===== config.mk =====
export PLATFORM = sky130hd
export DESIGN_NAME = glyph_fetcher
export DESIGN_NICKNAME = d
export VERILOG_FILES = /design/src/rtl/glyph_fetcher.sv
export SDC_FILE = /design/constraint.sdc
export NUM_CORES = 1
export LEC_CHECK = 0
export CORE_ASPECT_RATIO = 1.5
export CORE_MARGIN = 3
export CORE_UTILIZATION = 30
export DETAILED_ROUTE_END_ITERATION = 6
export SYNTH_ARGS = -nofsm -noshare
export SYNTH_HDL_FRONTEND = slang
export SYNTH_SLANG_ARGS = --single-unit

===== constraint.sdc =====
create_clock -name clk -period 3.1 [get_ports clk]
set_clock_uncertainty 0.05 [all_clocks]
set_input_delay 0.775 -clock clk [delete_from_list [all_inputs] [get_ports clk]]
set_output_delay 0.775 -clock clk [all_outputs]
set_load 0.02 [all_outputs]

===== src/rtl/glyph_fetcher.sv =====
// Glyph fetcher: reads a 16x16 font bitmap row by row from a synchronous ROM,
// packs it into a 256-pixel vector, then presents it for exactly 256 cycles.
module glyph_fetcher #(
  parameter int CODE_W    = 8,
  parameter int GLYPH_PIX = 256
) (
  input  logic                clk,
  input  logic                reset,
  input  logic                code_valid,
  input  logic [CODE_W-1:0]   code,
  output logic                code_ready,
  output logic [CODE_W+3:0]   rom_addr,
  input  logic [15:0]         rom_data,
  output logic [0:GLYPH_PIX-1] char,
  output logic                printable,
  output logic                busy
);

  typedef enum logic [1:0] {IDLE, FETCH, DISPLAY} state_t;

  state_t            state, state_nxt;
  logic [CODE_W-1:0] code_q;
  logic [3:0]        issue_row, cap_row;
  logic              cap_en;
  logic [8:0]        disp_cnt;

  assign code_ready = (state == IDLE) && !reset;
  assign busy       = (state != IDLE);
  assign printable  = (state == DISPLAY);

  always_comb begin
    state_nxt = state;
    case (state)
      IDLE:    if (code_valid)                  state_nxt = FETCH;
      FETCH:   if (cap_en && cap_row == 4'd15)  state_nxt = DISPLAY;
      DISPLAY: if (disp_cnt == 9'd255)          state_nxt = IDLE;
      default:                                  state_nxt = IDLE;
    endcase
  end

  always_ff @(posedge clk) begin
    if (reset) state <= IDLE;
    else       state <= state_nxt;
  end

  // cap_en marks that rom_data already reflects an address issued in FETCH,
  // covering the one-cycle ROM latency at the start of a fetch.
  always_ff @(posedge clk) begin
    if (reset) begin
      code_q    <= '0;
      issue_row <= '0;
      cap_row   <= '0;
      cap_en    <= 1'b0;
      disp_cnt  <= '0;
      rom_addr  <= '0;
      char      <= '0;
    end else begin
      case (state)
        IDLE: begin
          if (code_valid) begin
            code_q    <= code;
            issue_row <= '0;
            cap_row   <= '0;
            cap_en    <= 1'b0;
            rom_addr  <= {code, 4'h0};
          end
        end
        FETCH: begin
          cap_en   <= 1'b1;
          disp_cnt <= '0;
          if (issue_row != 4'd15) begin
            issue_row <= issue_row + 4'd1;
            rom_addr  <= {code_q, issue_row + 4'd1};
          end
          // Ascending char range: char[16r] receives rom_data[15], the leftmost pixel.
          if (cap_en) begin
            char[{cap_row, 4'h0} +: 16] <= rom_data;
            if (cap_row != 4'd15) cap_row <= cap_row + 4'd1;
          end
        end
        DISPLAY: disp_cnt <= disp_cnt + 9'd1;
        default: ;
      endcase
    end
  end

endmodule


==> metrics.csv, run 1 <==
metric;value;unit
place_area;14710;sq um
powerDensity;517.3;nW/um^2
numPlacedInstances;1928;
vias;9478;
finalNonFillerCells;1981;
p_leak;6.668;nW
syn_inst;1203;
yosys_warnings;0;
placementRows;86;
synthDistinctLibCells;49;
cp.required;2.27;ns
portBuffers;297;
cpLargestDelayFamily;buffers and inverters;
crit_top_cell;inv_1;
start_util;30.66;%
max_slew_margin;17.41;%
final_cell_area;15670;sq um
cp.depth;5;
grt-ovfl-total;0;
dp_slack;0.5073;ns
synth_top_area_cell;dfxtp_1;
h-tree-depth;1;
ys_ff_latch;292;
clk_latency;0.56;ns
grt_setup_unrepaired;no;
cp_cell_sequence;inv_1 -> ha_2 -> inv_1 -> nor2_1 -> clkdlybuf4s50_1;
finalNetCount;1515;
cp_max_fo;8;
cts_setup_buffers;0;
nFillCells;3678;
ir_drop;0.3375;mV
synthTopCellsByCount;nand2_1, dfxtp_1, mux2i_1, a21oi_1, nand3_1;
startpoint_type;flip-flop;
grt_pass1_vias;9223;
setup_viol;0;
ant_nets;0;
diodes;0;
seq_area_frac_synth;51.51;%
slew_viol_final;0;
drc_errors;0;
synth_edf_count;0;
synthesis.area;11350;sq um
holdBufCountCts;0;
synth_top_area_share;51.51;%
clockBufferDepth;3;
tightest_slew;1.239;ns
setup_ws;0.2062;ns
reg2reg_depth;6;
status;completed;
postCtsResizedCells;0;
min_path_type;flip-flop to flip-flop;
place_hpwl;27780;um
drive_gt1_share;6.212;%
grt_usage;18.49;%
grt_start_max_net_pins;129;
top_level_ports;298;
syn_avg_cell_area;9.433;sq um
async_flop_share;0;%
drt-total-wl;38580;um
hold_depth;2;
max_clock_freq;0.3456;GHz
crit_path_top_delay_cell;clkdlybuf4s50_1;
cap_violations;0;
synth-main-ff-cell;dfxtp_1;
cts-root-buf;clkbuf_16;
cts_tree;built;
antenna_found_initial;0;
hold_viol;0;
slowest_delay;0.61;ns
cts_sinks;292;
grt_pass1_wl;57280;um
crit_path_end_kind;output pin;
min_period_over_period;93.35;%
areaGrowthSynthToFinish;38.11;%
cts_made_buffers;29;
drt_iter0_drc;543;
routabilityCongestion;0.7931;
syn_nets;1243;
crit_buf_inv;3;
dr.pass1.iters;5;
die_area;40250;sq um
drt-vias-per-instance;4.784;
synth_most_common_cell;nand2_1;
tns;0;ns
critical_path_class;flip-flop to output pin;
core_area;37020;sq um
finalPower;8.108;mW
synth_area_leaders;dfxtp_1, mux2i_1, nand2_1, a21oi_1, nand3_1;
clk_pin_slew_worst_paths;0.07;ns
wl_per_cell;19.48;um
dieWidth;164.8;um
die_height;244.2;um
period_minus_slack;2.894;ns
worstPathArrival;2.07;ns
final cells by class:
type	instances	area [sq um]	share of cell area, %
clock buffers	40	827.0	5.277
multi-input cells	819	5045	32.19
flip-flops and latches	292	5846	37.30
inverters	10	42.54	0.2714
well taps	484	605.6	3.864
repair buffers	323	3178	20.28
clock inverters	13	130.1	0.8302
report_power, final:
part / leakage (nW) / internal [mW] / total (mW) / switching [mW]
registers: 2.35 / 3.81 / 3.85 / 0.0441
clock network: 0.479 / 2.04 / 3.57 / 1.53
logic: 3.83 / 0.258 / 0.689 / 0.432
per-layer routing:
layer	vias up	wire, um	global-route usage, %
met2	264	20120	33.54
li1	4612	-	-
met3	88	1726	2.017
met1	4514	14720	21.31
met5	-	0	0
met4	0	2020	8.862
path summary, 6_finish.rpt:
kind                             startpoint           to  slack [ns]
worst min-delay path            disp_cnt[8]  disp_cnt[8]        0.40
worst max-delay path               state[1]   code_ready        0.21
worst min register to register  disp_cnt[8]  disp_cnt[8]        0.40
worst max register to register     state[1]   cap_row[0]        0.72
stage by stage:
| step | hold WS [ns] | utilization [%] |
|---|---|---|
| 2_1_floorplan | 0.3819 | - |
| 3_3_place_gp | 0.3907 | 39.75 |
| 3_5_place_dp | 0.3947 | 39.75 |
| 4_1_cts | 0.4034 | 42.34 |
| 5_1_grt | 0.4204 | 42.34 |
| 6_report | 0.4002 | 42.34 |
sequential cells by signal (all words and copies together) (netlist names):
signal,flops
cap_row,4
code_q,8
disp_cnt,9
rom_addr,12
char,256
cap_en,1
state,2
cells by family after synthesis:
group,count (synthesis),synth area share (%)
AND/OR/NAND/NOR,483,19.09
flip-flops,292,51.51
multiplexers,203,17.92
AO/OA/AOI/OAI,117,5.766
buffers and inverters,92,4.057
adder cells (fa/ha/maj),13,1.433
XOR/XNOR,3,0.2316
tightest hold or removal path, cell delays in order, from the launching register on:
cell and delay (ns):
dfxtp_1 0.31, nand2_1 0.05, a21oi_1 0.05
cell usage in the layout, fill, tap and decap left out, drive strengths merged, types with 2 or more instances in the layout:
master	count
nor2	9
clkdlybuf4s50	296
nand3	73
clkinv	9
and3	5
nor3	3
a211oi	10
or3	4
mux2i	202
nor2b	21
clkbuf	40
and4	3
a22o	2
and2b	2
xor2	3
ha	13
and3b	2
nand4	8
and2	2
inv	12
buf	27
o31ai	3
nor4	2
a21oi	90
and4b	2
bufinv	2
nand4b	3
nand2	342
dfxtp	292
o21ai	4
(Power assumes the default switching activity.)
==> run 2, diff against run 1 <==
--- a/config.mk
+++ b/config.mk
@@ -6,9 +6,11 @@
 export NUM_CORES = 1
 export LEC_CHECK = 0
 export CORE_ASPECT_RATIO = 1.5
-export CORE_MARGIN = 3
-export CORE_UTILIZATION = 30
+export CORE_MARGIN = 10
+export CORE_UTILIZATION = 52
 export DETAILED_ROUTE_END_ITERATION = 6
+export PLACE_DENSITY = 0.85
+export SETUP_SLACK_MARGIN = 0.15
 export SYNTH_ARGS = -nofsm -noshare
 export SYNTH_HDL_FRONTEND = slang
 export SYNTH_SLANG_ARGS = --single-unit
==> run 2 against run 1 <==
Against the previous run: register-to-register slack improved by 0.06 ns; cell count decreased by 11%; die area decreased by 30%; sequential share of layout area increased by 0.91 points; combinational power about the same; clock-buffer cell count increased by 1.
==> metrics.csv, run 2 (synthesized netlist as in run 1, its figures left out) <==
metric;value;unit;change
reg_top3;char x256, rom_addr x12, disp_cnt x9;;
grt_pass1_vias;9638;;+4.5%
drt_iter0_drc;675;;+24%
die_height;200.9;um;-18%
drt-vias-per-instance;5.479;;+15%
die_area;28250;sq um;-30%
finalNetCount;1508;;-0.46%
portBuffers;297;;unchanged
crit_path_end_kind;output pin;;
clk_pin_slew_worst_paths;0.07;ns;about the same
drive_gt1_share;5.245;%;-0.97 points
slew_viol_final;0;;unchanged
postCtsResizedCells;0;;unchanged
start_util;52.65;%;+22 points
cp.required;2.27;ns;about the same
ant_nets;0;;unchanged
clk_latency;0.53;ns;-0.03 ns
grt_setup_unrepaired;no;;
hold_viol;0;;unchanged
cap_violations;0;;unchanged
holdBufCountCts;0;;unchanged
p_leak;6.598;nW;-1.0%
hold_slack;0.4063;ns;+0.006143 ns
ir_drop;0.4599;mV;+36%
setup_ws;0.3162;ns;+0.1100 ns
status;completed;;
wl_per_cell;20.86;um;+7.1%
fin_util;71.00;%;+29 points
grt_usage;24.64;%;+6.2 points
cpLargestDelayFamily;buffers and inverters;;
cts_tree;built;;
startpoint_type;flip-flop;;
cp_cell_sequence;inv_1 -> ha_1 -> inv_1 -> nor2_1 -> clkdlybuf4s50_1;;
clockBufferDepth;3;;unchanged
areaGrowthSynthToFinish;34.84;%;
period_minus_slack;2.784;ns;-0.1100 ns
dp_slack;0.4767;ns;-0.03058 ns
finalNonFillerCells;1759;;-11%
worstPathArrival;1.96;ns;-0.11 ns
cts-root-buf;clkbuf_16;;
regMostFlops;char;;
powerDensity;512.1;nW/um^2;-1.0%
place_hpwl;26540;um;-4.5%
tns;0;ns;unchanged
dr.pass1.iters;5;;unchanged
routabilityCongestion;0.8224;;+3.7%
largest_reg_flops;256;;unchanged
core_area;21550;sq um;-42%
cp_max_fo;4;;-4
drt-total-wl;36690;um;-4.9%
setup_viol;0;;unchanged
cts_setup_buffers;0;;unchanged
crit_path_top_delay_cell;clkdlybuf4s50_1;;
dieWidth;140.6;um;-15%
diodes;0;;unchanged
max_slew_margin;18.90;%;+1.5 points
cts_sinks;292;;unchanged
critical_path_class;flip-flop to output pin;;
numPlacedInstances;1711;;-11%
top_level_ports;298;;unchanged
vias;9637;;+1.7%
grt_start_max_net_pins;110;;-15%
grt_pass1_wl;56080;um;-2.1%
min_path_type;flip-flop to flip-flop;;
crit_buf_inv;3;;unchanged
most-common-layout-cells;nand2_1, clkdlybuf4s50_1, dfxtp_1;;
placementRows;66;;-23%
h-tree-depth;1;;unchanged
min_period_over_period;89.80;%;-3.5 points
crit_top_cell;inv_1;;
slowest_delay;0.61;ns;about the same
drc_errors;0;;unchanged
cts_made_buffers;27;;-6.9%
final_common_cell;nand2_1;;
tightest_slew;1.217;ns;-0.02240 ns
max_clock_freq;0.3592;GHz;+4.0%
grt-ovfl-total;0;;unchanged
antenna_found_initial;0;;unchanged
==> run 2: cell types whose count changed in the layout (fill, tap and decap cells not counted), sizes merged <==
cell,change
buf,-5
inv,-2
clkbuf,+1
clkinvlp,+1
clkinv,-5
==> run 2: worst paths after layout <==
path         startpoint         end  slack, ns  cells after the start
min reg2reg   char[246]   char[246]       0.41                      2
max reg2reg    state[1]   char[232]       0.78                      5
max            state[1]  code_ready       0.32                      5
min           char[246]   char[246]       0.41                      2
==> run 2: power breakdown <==
part           switching [mW]  total [mW]  leakage [nW]  internal (mW)
Combinational           0.431       0.692          3.82          0.261
Sequential             0.0437        3.85          2.35           3.81
Clock                    1.40        3.29         0.423           1.89
Total                    1.88        7.84          6.60           5.96
==> run 2: worst register-to-register path, stage by stage, from the launching register on <==
cell     delay, ns
dfxtp_1       0.31
inv_1         0.12
ha_1          0.49
and3_1        0.37
nand3_2       0.52
mux2i_1       0.37
==> run 2: per-layer routing <==
metal	wire length (um)	global-route usage [%]	up-vias
li1	-	-	4594
met1	13230	26.44	4569
met2	18450	41.94	362
met3	2234	5.066	112
met4	2781	17.53	0
met5	0	0	-
==> run 2: cell type report <==
type,instances,area (sq um)
fillers,1642,6251
flip-flops and latches,292,5846
multi-input cells,819,5042
repair buffers,318,3166
clock buffers,41,778.2
well taps,272,340.3
clock inverters,7,87.58
inverters,10,42.54
==> run 2: stage by stage <==
| stage | power, mW | area [sq um] |
|---|---|---|
| floorplan | 4.354 | 11350 |
| global placement | 4.606 | 14440 |
| detailed placement | 4.622 | 14440 |
| CTS | 7.868 | 15300 |
| global route | 8.088 | 15300 |
| finish | 7.836 | 15300 |
==> run 3, diff against run 2 <==
--- a/config.mk
+++ b/config.mk
@@ -11,6 +11,7 @@
 export DETAILED_ROUTE_END_ITERATION = 6
 export PLACE_DENSITY = 0.85
 export SETUP_SLACK_MARGIN = 0.15
+export SKIP_CTS_REPAIR_TIMING = 1
 export SYNTH_ARGS = -nofsm -noshare
 export SYNTH_HDL_FRONTEND = slang
 export SYNTH_SLANG_ARGS = --single-unit
==> results of run 3 <==
Same layout as run 2: the final DEF is identical, and so are final timing and power.
